$ cat config.mk
export PLATFORM = sky130hd
export DESIGN_NAME = vm2002_change_dispenser
export DESIGN_NICKNAME = d
export VERILOG_FILES = /design/src/rtl/vm2002_pkg.sv /design/src/rtl/vm2002_coin_inventory.sv /design/src/rtl/vm2002_change_dispenser.sv
export SDC_FILE = /design/constraint.sdc
export NUM_CORES = 1
export LEC_CHECK = 0
export CAP_MARGIN = 20
export CORE_MARGIN = 5
export CORE_UTILIZATION = 30
export CTS_BUF_LIST = sky130_fd_sc_hd__clkbuf_4 sky130_fd_sc_hd__clkbuf_8 sky130_fd_sc_hd__clkbuf_16
export DETAILED_ROUTE_END_ITERATION = 10
export MAX_ROUTING_LAYER = met4
export PLACE_DENSITY = 0.54
export SLEW_MARGIN = 20
export SYNTH_ARGS = -nofsm -noshare
export SYNTH_HDL_FRONTEND = slang
export SYNTH_SLANG_ARGS = --single-unit
$ cat constraint.sdc
create_clock -name clk -period 2.95 [get_ports clk]
set_input_delay 0.295 -clock clk [delete_from_list [all_inputs] [get_ports clk]]
set_output_delay 0.295 -clock clk [all_outputs]
set_load 0.005 [all_outputs]
$ cat src/rtl/vm2002_pkg.sv
// Shared types for the vm2002 vending controller: coin denominations, their
// values in cents and the change-dispenser FSM states.
package vm2002_pkg;

  typedef enum logic [1:0] {
    NICKEL  = 2'd0,
    DIME    = 2'd1,
    QUARTER = 2'd2,
    DOLLAR  = 2'd3
  } coin_t;

  localparam int unsigned COIN_VAL_W = 7;

  localparam logic [COIN_VAL_W-1:0] NICKEL_CENTS  = 7'd5;
  localparam logic [COIN_VAL_W-1:0] DIME_CENTS    = 7'd10;
  localparam logic [COIN_VAL_W-1:0] QUARTER_CENTS = 7'd25;
  localparam logic [COIN_VAL_W-1:0] DOLLAR_CENTS  = 7'd100;

  typedef enum logic [2:0] {
    IDLE  = 3'd0,
    PICK  = 3'd1,
    ISSUE = 3'd2,
    FIN   = 3'd3,
    FAULT = 3'd4
  } change_state_t;

  function automatic logic [COIN_VAL_W-1:0] coin_value(input coin_t c);
    logic [COIN_VAL_W-1:0] v;
    case (c)
      NICKEL:  v = NICKEL_CENTS;
      DIME:    v = DIME_CENTS;
      QUARTER: v = QUARTER_CENTS;
      default: v = DOLLAR_CENTS;
    endcase
    return v;
  endfunction

endpackage

$ cat src/rtl/vm2002_coin_inventory.sv
// Per-denomination coin stock for the change dispenser: saturating counters
// with restock and single-coin decrement, plus nonzero flags for selection.
module vm2002_coin_inventory
  import vm2002_pkg::*;
#(
  parameter int unsigned INV_W    = 8,
  parameter int unsigned INIT_INV = 20
) (
  input  logic             clk,
  input  logic             rst,
  input  logic             restock_valid,
  input  coin_t            restock_coin,
  input  logic [INV_W-1:0] restock_cnt,
  input  logic             dec_valid,
  input  coin_t            dec_coin,
  output logic [2:0]       nonzero
);

  logic [INV_W-1:0] cnt   [3];
  logic [INV_W-1:0] cnt_d [3];

  // Restock is added before the decrement so a same-cycle collision yields
  // cnt + restock - 1, with saturation applied to the combined result.
  always_comb begin
    logic [INV_W:0] sum;
    sum   = '0;
    cnt_d = cnt;
    for (int unsigned i = 0; i < 3; i++) begin
      sum = {1'b0, cnt[i]};
      if (restock_valid && restock_coin == coin_t'(i[1:0]))
        sum = sum + {1'b0, restock_cnt};
      if (dec_valid && dec_coin == coin_t'(i[1:0]) && sum != '0)
        sum = sum - {{INV_W{1'b0}}, 1'b1};
      cnt_d[i] = sum[INV_W] ? '1 : sum[INV_W-1:0];
    end
  end

  always_ff @(posedge clk or negedge rst) begin
    if (!rst) begin
      for (int unsigned i = 0; i < 3; i++) cnt[i] <= INV_W'(INIT_INV);
    end else begin
      cnt <= cnt_d;
    end
  end

  always_comb begin
    nonzero = '0;
    for (int unsigned i = 0; i < 3; i++) nonzero[i] = |cnt[i];
  end

endmodule

$ cat src/rtl/vm2002_change_dispenser.sv
// Pays a refund balance out as coins, largest denomination first, to a hopper
// over a valid/ready handshake; flags shortfall and hopper timeout.
module vm2002_change_dispenser
  import vm2002_pkg::*;
#(
  parameter int unsigned BAL_W          = 16,
  parameter int unsigned INV_W          = 8,
  parameter int unsigned INIT_INV       = 20,
  parameter int unsigned HOPPER_TIMEOUT = 255
) (
  input  logic             clk,
  input  logic             rst,
  input  logic             refund_req,
  input  logic [BAL_W-1:0] refund_amt,
  input  logic             restock_valid,
  input  coin_t            restock_coin,
  input  logic [INV_W-1:0] restock_cnt,
  output logic             coin_valid,
  output coin_t            coin_out,
  input  logic             coin_ready,
  output logic             busy,
  output logic             done,
  output logic             short,
  output logic             fault,
  output logic [BAL_W-1:0] remaining
);

  localparam int unsigned WAIT_W = $clog2(HOPPER_TIMEOUT + 1);

  change_state_t    state, state_d;
  logic [BAL_W-1:0] rem_d;
  logic             short_d;
  coin_t            coin_d;
  logic [WAIT_W-1:0] wait_cnt, wait_d;
  logic             dec_valid;
  logic [2:0]       nonzero;
  logic             pick_ok;
  coin_t            pick_coin;

  vm2002_coin_inventory #(
    .INV_W    (INV_W),
    .INIT_INV (INIT_INV)
  ) u_inv (
    .clk           (clk),
    .rst           (rst),
    .restock_valid (restock_valid),
    .restock_coin  (restock_coin),
    .restock_cnt   (restock_cnt),
    .dec_valid     (dec_valid),
    .dec_coin      (coin_out),
    .nonzero       (nonzero)
  );

  // Greedy selection; a coin qualifies only if it fits, so payout never underflows.
  always_comb begin
    pick_ok   = 1'b1;
    pick_coin = NICKEL;
    if (nonzero[QUARTER] && remaining >= BAL_W'(coin_value(QUARTER)))
      pick_coin = QUARTER;
    else if (nonzero[DIME] && remaining >= BAL_W'(coin_value(DIME)))
      pick_coin = DIME;
    else if (nonzero[NICKEL] && remaining >= BAL_W'(coin_value(NICKEL)))
      pick_coin = NICKEL;
    else
      pick_ok = 1'b0;
  end

  always_comb begin
    state_d   = state;
    rem_d     = remaining;
    short_d   = short;
    coin_d    = coin_out;
    wait_d    = wait_cnt;
    dec_valid = 1'b0;
    case (state)
      IDLE: begin
        if (refund_req) begin
          rem_d   = refund_amt;
          short_d = 1'b0;
          state_d = PICK;
        end
      end
      PICK: begin
        wait_d = '0;
        if (remaining == '0) begin
          state_d = FIN;
        end else if (pick_ok) begin
          coin_d  = pick_coin;
          state_d = ISSUE;
        end else begin
          short_d = 1'b1;
          state_d = FIN;
        end
      end
      ISSUE: begin
        if (coin_ready) begin
          rem_d     = remaining - BAL_W'(coin_value(coin_out));
          dec_valid = 1'b1;
          state_d   = PICK;
        end else if (wait_cnt == WAIT_W'(HOPPER_TIMEOUT - 1)) begin
          state_d = FAULT;
        end else begin
          wait_d = wait_cnt + 1'b1;
        end
      end
      FIN:     state_d = IDLE;
      FAULT:   state_d = FAULT;
      default: state_d = IDLE;
    endcase
  end

  always_ff @(posedge clk or negedge rst) begin
    if (!rst) begin
      state     <= IDLE;
      remaining <= '0;
      short     <= 1'b0;
      coin_out  <= NICKEL;
      wait_cnt  <= '0;
    end else begin
      state     <= state_d;
      remaining <= rem_d;
      short     <= short_d;
      coin_out  <= coin_d;
      wait_cnt  <= wait_d;
    end
  end

  assign coin_valid = (state == ISSUE);
  assign busy       = (state != IDLE);
  assign done       = (state == FIN);
  assign fault      = (state == FAULT);

endmodule

==> run summary, run 1 <==
Worst Setup SP -> restock_cnt[2]
Crit path to -> u_inv.cnt[9]
CTS tree -> yes
Number of synthesized flops with an enable pin -> 0
First-pass GRT wire length -> 23500 um
Vias -> 4727
Hold Vio Cnt, Final -> 21
GPL Wtd Cong -> 0.894
# hold bufs at CTS -> 0
Hold Crit Class -> in2async
FF-to-FF setup slack -> 0.15 ns
# nets final -> 780
Initial antenna violation count -> 0
Largest net degree at the start of global routing -> 24
Slew Limit Fails -> 0
Most frequent cells in the layout -> buf_4, nand2_1, clkdlybuf4s50_1
Asr flop ratio synth -> 1.00
Utilization after layout -> 0.412
Area leader, netlist -> dfrtp_1
I/O Pins -> 54
FILL cells -> 1551
Smallest setup slack after layout -> 0.136 ns
Period utilization -> 0.954
Worst hold slack -> -0.0163 ns
Synth top area share -> 0.248
Switching Fraction -> 0.424
Slowest cell on crit path -> clkdlybuf4s50_1
Pwr Density -> 1000 nW/um2
Top_reg_cell synth -> dfrtp_1
1st-iter DRT viols -> 216
Critical path data required time -> 3.17 ns
N_diodes -> 0
Post-Syn Instances -> 564
Relative slew slack -> 0.581
LEAKAGE -> 2.90 nW
Share of layout cells above drive strength 1 -> 0.213
Initial Utilization -> 0.305
TritonCTS Buffers -> 5
Root Driver -> clkbuf_16
Worst r2r path cells -> 10
Commonest non-fill, non-tap cell in the layout -> buf_4
#FFs+latches synth -> 54
Core ar. -> 15800 um2
Comb pwr share -> 0.647
Setup-failing EPs final -> 0
Routed Antenna Nets -> 0
Worst Max-Slew Pin Slew -> 0.622 ns
Syn avg cell area -> 8.57 um2
Status -> finished with violations
Clock power frac -> 0.118
IO Port Bufs -> 53
Ys Warns -> 0
Total iterations of the first detailed-routing run -> 4
Failing checks -> hold timing
Pre-CTS WS -> -0.382 ns
HPWL after DPL -> 11100 um
Worst reg2reg path endpoint -> u_inv.cnt[8]
Via density -> 5.15
WP buf/inv -> 1
Vias in the first global route -> 4802
Worst Setup Start Kind -> primary input
Max capacitance violation total -> 0
GRT Total Usage -> 0.158
Syn-to-layout area delta -> 34.8%
H-tree depth -> 2
GR Overflow Total -> 0
Die Y -> 137 um
Worst EP arrival -> 3.04 ns
Instance count on the critical path -> 10
Clock Pin Slew Worst Setup and Hold Paths -> 0.07 ns
Clk buf depth -> 2
Crit. End Element -> flip-flop
Number of cell rows -> 46
RR Startpoint -> u_inv.cnt[8]
Final worst path period need -> 2.81 ns
Worst Path Max Fanout -> 7
Die Area -> 18800 um2
Fin Clk Skew -> 0.00592 ns
Internal power -> 3.75 mW
NetSw -> 2.76 mW
CP cell instances -> clkdlybuf4s50_1 > ha_1 > and3_1 > a211o_1 > mux2i_2 > nor4b_4 > nand4b_2 > and2_4 > mux2_4 > nand2_1
Synth Cell Area -> 4830 um2
Later-pin clock latency in the skew report -> 0.29 ns
Fmax -> 355 MHz
Distinct cells, synth -> 75
TritonCTS Sinks -> 54
Die X-Extent -> 137 um
Area contributors post-synth -> dfrtp_1, ha_1, nand2_1, a21oi_1, nor2_1
Synth Net Count -> 644
Per-cell routed wire length -> 15.3 um
Worst vdd ir -> 0.440 mV
Slowest stage delay, CP -> 0.48 ns
# DRC -> 0
Wirelength, routed -> 14100 um
Critical path type -> in2reg
Crit path max-delay family -> simple AND/OR/NAND/NOR gates
Sequential Power Share -> 0.235
Sequential-to-total area share from yosys stat -> 0.281
-- worst min-delay path by stage --
stage	endpoint	cells after the start	start	slack, ns
finish	remaining[5]	1	rst	-0.02
global route	remaining[5]	1	rst	0.03
CTS	remaining[5]	1	rst	0.001
detailed placement	remaining[5]	1	rst	0.32
global placement	remaining[3]	1	rst	0.32
floorplan	coin_out[0]	0	rst	-0.0006
-- cell usage after synthesis (all sizes together) (12+ instances only) --
| master | n |
|---|---|
| o21ai | 36 |
| nor2 | 45 |
| xor2 | 13 |
| mux2i | 13 |
| nand4 | 12 |
| nand2 | 60 |
| a21o | 13 |
| nor3 | 12 |
| dfrtp | 48 |
| inv | 15 |
| nand3 | 24 |
| a21oi | 44 |
| and3 | 16 |
| ha | 45 |
-- per-stage QoR --
step	total power [mW]	setup TNS (ns)	hold slack [ns]	instance area, um2	cells
floorplan	3.82	0	-0.000591	4830	564
global placement	5.37	-6.20	0.315	6150	897
detailed placement	5.42	-7.41	0.321	6150	897
CTS	6.47	0	0.00115	6460	917
global route	7.12	-0.0176	0.0276	6520	917
finish	6.51	0	-0.0163	6520	917
-- layout make-up --
type / count / area (um2) / share of cell area
Multi-Input combinational cell: 480 / 3420 / 0.525
Sequential cell: 54 / 1360 / 0.209
Timing Repair Buffer: 143 / 1200 / 0.185
Tap cell: 216 / 270 / 0.0415
Clock buffer: 6 / 139 / 0.0213
Clock inverter: 2 / 60.1 / 0.00922
Inverter: 16 / 60.1 / 0.00922
-- power by group through the flow --
stage	clock [mW]	combinational [mW]	sequential (mW)
floorplan	0	2.45	1.38
global placement	0	3.83	1.53
detailed placement	0	3.89	1.53
CTS	0.801	4.14	1.52
global route	0.833	4.70	1.58
finish	0.770	4.21	1.53
-- per-layer routing --
metal	share of wire	track usage	wire [um]	vias to the layer above
met5	0	-	0	-
met4	0.0044	0.0255	62	0
met3	0.029	0.0217	405	4
met2	0.47	0.262	6640	80
met1	0.49	0.211	6950	2266
li1	-	-	-	2377
-- what timing repair did --
item | CTS | global route
endpoints found under the setup margin | 16 | 25
pin swaps | 5 | 8
resized for setup | 5 | 19
setup buffers | 12 | 0
gates cloned | 0 | 0
-- state kept, by name, indices dropped and copies added (netlist names) --
register	count
wait_cnt	8
remaining	16
state	3
short	1
u_inv.cnt	24
coin_out	2
-- logic make-up (layout without fill, tap and decap cells) --
group	after synthesis	after routing	share of synthesized area
flip-flops	54	54	0.281
AND/OR/NAND/NOR	232	232	0.257
buffers and inverters	30	167	0.0256
AO/OA/AOI/OAI	159	159	0.220
adder cells (fa/ha/maj)	49	49	0.133
XOR/XNOR	24	24	0.0435
multiplexers	16	16	0.0396
-- worst reg2reg max path, delay by kind of cell (launching register included) --
kind	cells	cell delay (ns)
AOI/OAI and AO/OA	3	0.81
adders and majority gates	2	0.60
and+or+nand+nor	3	0.42
DFF	1	0.39
muxes	1	0.29
xor gates and xnor gates	1	0.17
Note: power is estimated with default switching activity, not from simulation.
==> inputs of run 2 (changes only) <==
- SKIP_LAST_GASP: default -> 1
- clock period: 2.95 -> 3.5 ns (I/O delays scaled with it)
==> run 2 against run 1 <==
Effect of this change: the flow now finishes without violations; clock power down 26%; die area unchanged; sequential share of layout area up 2.3 points; count of clock-buffer cells in the layout unchanged; via count down 4.2%; hold slack better by 0.15 ns; combinational power down 31%; flip-flop and latch count unchanged; setup slack better by 0.20 ns; core utilization down 4.1 points; critical endpoint is now u_inv.cnt[11]; largest cell class unchanged.
==> run summary, run 2 (same netlist as run 1, synthesis figures left out) <==
Status -> completed
Die Area -> 18800 um2
Slew Limit Fails -> 0
NetSw -> 2.18 mW
Later-pin clock latency in the skew report -> 0.29 ns
Die Y -> 137 um
Via density -> 5.36
Worst Setup Start Kind -> primary input
Cts repair resizes -> 0
Commonest non-fill, non-tap cell in the layout -> nand2_1
GR Overflow Total -> 0
GPL Wtd Cong -> 0.893
Share of layout cells above drive strength 1 -> 0.0971
TritonCTS Buffers -> 5
GRT Total Usage -> 0.151
First-pass GRT wire length -> 22300 um
TritonCTS Sinks -> 54
# nets final -> 707
Switching Fraction -> 0.456
Per-cell routed wire length -> 15.9 um
1st-iter DRT viols -> 293
Number of cell rows -> 46
Max capacitance violation total -> 0
Worst EP arrival -> 3.32 ns
Critical path type -> in2reg
Total iterations of the first detailed-routing run -> 5
Biggest regs -> u_inv.cnt: 24 flops, remaining: 16 flops, wait_cnt: 8 flops
Vias -> 4527
Max reg flops -> 24
Final Power -> 4.78 mW
Worst Path Max Fanout -> 7
Period utilization -> 0.903
Initial antenna violation count -> 0
Fin Clk Skew -> 0.00801 ns
Final worst path period need -> 3.16 ns
Clock Pin Slew Worst Setup and Hold Paths -> 0.07 ns
Vias in the first global route -> 4525
Setup-failing EPs final -> 0
RSZ-0062 raised after global routing -> no
Wirelength, routed -> 13400 um
Crit. End Element -> flip-flop
Most frequent cells in the layout -> nand2_1, clkdlybuf4s50_1, dfrtp_1
Comb pwr share -> 0.605
Fmax -> 316 MHz
Hold Crit Class -> in2async
Routed Antenna Nets -> 0
Worst Max-Slew Pin Slew -> 0.781 ns
IO Port Bufs -> 53
CTS tree -> yes
Hold Vio Cnt, Final -> 0
Clk buf depth -> 2
N_diodes -> 0
I/O Pins -> 54
Worst vdd ir -> 0.379 mV
Sequential Power Share -> 0.275
HPWL after DPL -> 10800 um
# DRC -> 0
Setup tns final -> 0 ns
Pre-CTS WS -> 0.0576 ns
Most flops, register -> u_inv.cnt
Critical path data required time -> 3.66 ns
# hold bufs at CTS -> 0
Core ar. -> 15800 um2
Post-CTS Setup Repair Bufs -> 0
Root Driver -> clkbuf_16
Smallest setup slack after layout -> 0.338 ns
LEAKAGE -> 2.50 nW
Internal power -> 2.60 mW
Relative slew slack -> 0.479
Largest net degree at the start of global routing -> 33
H-tree depth -> 2
FILL cells -> 1616
Syn-to-layout area delta -> 21.3%
Clock power frac -> 0.120
Initial Utilization -> 0.305
Pwr Density -> 815 nW/um2
Die X-Extent -> 137 um
[run 2: power by group through the flow]
stage | combinational (mW) | sequential [mW] | clock, mW
floorplan | 2.06 | 1.16 | 0
global placement | 2.81 | 1.32 | 0
detailed placement | 2.87 | 1.32 | 0
CTS | 2.89 | 1.31 | 0.591
global route | 3.26 | 1.36 | 0.618
finish | 2.89 | 1.31 | 0.572
[run 2: per-layer routing]
layer | vias up | global-route usage | part of all wire
li1 | 2239 | - | -
met1 | 2166 | 0.203 | 0.49
met2 | 110 | 0.243 | 0.46
met3 | 12 | 0.0184 | 0.036
met4 | 0 | 0.0355 | 0.012
met5 | - | - | 0
[run 2: through the flow]
step	cells	hold WS (ns)	util	area, um2
global route	844	0.203	0.371	5860
finish	844	0.134	0.371	5860
global placement	836	0.469	0.360	5690
detailed placement	836	0.485	0.360	5690
CTS	844	0.165	0.371	5860
floorplan	564	0.0544	-	4830
[run 2: area by class of cell]
type                       instances  area (um2)  share of cell area
sequential                        54        1360               0.232
inverter                          16        60.1              0.0102
tap                              216         270              0.0461
multi-input combinational        480        3350               0.572
clock buffer                       6         133              0.0226
timing repair buffer              70         653               0.111
clock inverter                     2        37.5             0.00640
[run 2: path summary, 6_finish.rpt]
| check | startpoint | to | slack, ns | cells after the start |
|---|---|---|---|---|
| setup / recovery | restock_cnt[0] | u_inv.cnt[11] | 0.34 | 11 |
| hold / removal | rst | remaining[6] | 0.13 | 1 |
| setup reg to reg | coin_out[1] | remaining[15] | 0.42 | 12 |
| hold reg to reg | remaining[11] | remaining[11] | 0.56 | 1 |
| max in group asynchronous | rst | u_inv.cnt[18] | 2.49 | 2 |
| min in group clk | remaining[11] | remaining[11] | 0.56 | 1 |
[run 2: worst max-delay path, cell delays in order]
cell and delay [ns]:
clkdlybuf4s50_1 0.48, ha_1 0.27, fa_1 0.43, a21o_1 0.20, a211oi_1 0.31, o21ai_1 0.18, nor4b_4 0.34, and2_1 0.21
nand3_1 0.14, mux2i_4 0.30, nand2_1 0.10
==> inputs of run 3 (changes only) <==
- PLACE_DENSITY: 0.54 -> 0.55
==> run 3 against run 2 <==
Effect of this change: register-to-register slack about the same; clock power decreased by 2%; wire length increased by 1.0%; final cell count decreased by 0.71%; via count decreased by 0.88%; global-route usage increased by 0.27 points; flip-flop and latch count unchanged; count of clock-buffer cells in the layout decreased by 1; combinational power about the same; critical path depth unchanged; setup slack got worse by 0.023 ns; core utilization decreased by 0.32 points; critical path type unchanged; largest cell class unchanged; highest routed layer unchanged.
==> run summary, run 3 (same netlist as run 1, synthesis figures left out) <==
GRT Total Usage -> 0.154
Post-CTS Setup Repair Bufs -> 0
H-tree depth -> 2
# nets final -> 701
Hold Vio Cnt, Final -> 0
I/O Pins -> 54
CTS tree -> yes
CP cell instances -> clkdlybuf4s50_1 > ha_1 > fa_1 > a21o_1 > a221oi_2 > xnor2_1 > mux2i_1 > nand4_1 > nor2_1 > mux2i_2 > o211ai_1
Syn-to-layout area delta -> 20.3%
Slew Limit Fails -> 0
Clk buf depth -> 2
# DRC -> 0
Pwr Density -> 821 nW/um2
Setup tns final -> 0 ns
# hold bufs at CTS -> 0
Placed Area -> 5650 um2
Status -> completed
Largest net degree at the start of global routing -> 38
Most frequent cells in the layout -> nand2_1, clkdlybuf4s50_1, dfrtp_1
Vias in the first global route -> 4526
Clock Pin Slew Worst Setup and Hold Paths -> 0.07 ns
Via density -> 5.35
Worst hold slack -> 0.181 ns
Number of cell rows -> 46
FF-to-FF setup slack -> 0.41 ns
Max capacitance violation total -> 0
Die X-Extent -> 137 um
Wirelength, routed -> 13500 um
Routed Antenna Nets -> 0
Smallest setup slack after layout -> 0.315 ns
TritonCTS Sinks -> 54
Final worst path period need -> 3.19 ns
Die Y -> 137 um
Fin Clk Skew -> 0.00547 ns
Later-pin clock latency in the skew report -> 0.29 ns
TritonCTS Buffers -> 5
Worst Path Max Fanout -> 8
WP buf/inv -> 1
Pre-CTS WS -> 0.0436 ns
Fmax -> 314 MHz
Critical path type -> in2reg
Crit. End Element -> flip-flop
First-pass GRT wire length -> 22700 um
Initial Utilization -> 0.305
Biggest regs -> u_inv.cnt: 24 flops, remaining: 16 flops, wait_cnt: 8 flops
Hold Crit Class -> in2async
Per-cell routed wire length -> 16.2 um
Final Cell Area -> 5810 um2
Worst vdd ir -> 0.379 mV
Total iterations of the first detailed-routing run -> 4
Commonest non-fill, non-tap cell in the layout -> nand2_1
Final Instance Count excl. Fillers -> 838
Most flops, register -> u_inv.cnt
Die Area -> 18800 um2
LEAKAGE -> 2.48 nW
Relative slew slack -> 0.399
Crit path max-delay family -> adder cells
Root Driver -> clkbuf_16
IO Port Bufs -> 53
RSZ-0062 raised after global routing -> no
GPL Wtd Cong -> 0.864
HPWL after DPL -> 10700 um
Slowest cell on crit path -> clkdlybuf4s50_1
1st-iter DRT viols -> 264
Critical path data required time -> 3.64 ns
Max reg flops -> 24
Initial antenna violation count -> 0
GR Overflow Total -> 0
Worst Max-Slew Pin Slew -> 0.901 ns
N_diodes -> 0
Period utilization -> 0.910
Cts repair resizes -> 0
Share of layout cells above drive strength 1 -> 0.0884
Slowest stage delay, CP -> 0.48 ns
Worst Setup Start Kind -> primary input
Setup-failing EPs final -> 0
Core ar. -> 15800 um2
Worst EP arrival -> 3.33 ns
Vias -> 4487
Placed Instances -> 830
run 3: cell types whose count changed in the layout (fill, tap and decap cells not counted):
cell | previous run | this run
clkbuf_4 | 1 | 0
clkinvlp_4 | 1 | 0
clkinv_2 | 0 | 2
buf_4 | 17 | 11
run 3: metrics by stage:
step | util | power, mW
4_1_cts | 0.367 | 4.79
5_1_grt | 0.367 | 5.24
2_1_floorplan | - | 3.22
3_5_place_dp | 0.357 | 4.19
3_3_place_gp | 0.357 | 4.13
6_report | 0.367 | 4.77
run 3: worst paths after layout:
check,to,depth (start not counted),from
setup / recovery,u_inv.cnt[21],11,restock_cnt[0]
hold / removal,wait_cnt[6],1,rst
setup reg to reg,remaining[11],12,coin_out[1]
hold reg to reg,wait_cnt[6],2,wait_cnt[6]
max in group asynchronous,remaining[5],2,rst
min in group clk,wait_cnt[6],2,wait_cnt[6]
run 3: where the power goes:
group          leakage, nW  internal, mW  switching, mW
Clock               0.0836         0.335          0.224
Combinational         1.75          1.33           1.56
Sequential           0.642         0.922          0.401
Total                 2.48          2.59           2.19
run 3: cell type report:
| cell class | instances | area [um2] |
|---|---|---|
| fill | 1612 | 10000 |
| timing repair buffer | 64 | 608 |
| clock inverter | 3 | 40.0 |
| multi-input combinational | 480 | 3350 |
| clock buffer | 5 | 125 |
| sequential | 54 | 1360 |
| inverter | 16 | 60.1 |
| tap | 216 | 270 |
run 3: routing by layer:
metal / wire length, um / track usage / vias to the layer above
li1: - / - / 2220
met4: 110 / 0.0316 / 0
met2: 6110 / 0.241 / 111
met1: 6650 / 0.210 / 2145
met3: 672 / 0.0265 / 11
met5: 0 / - / -
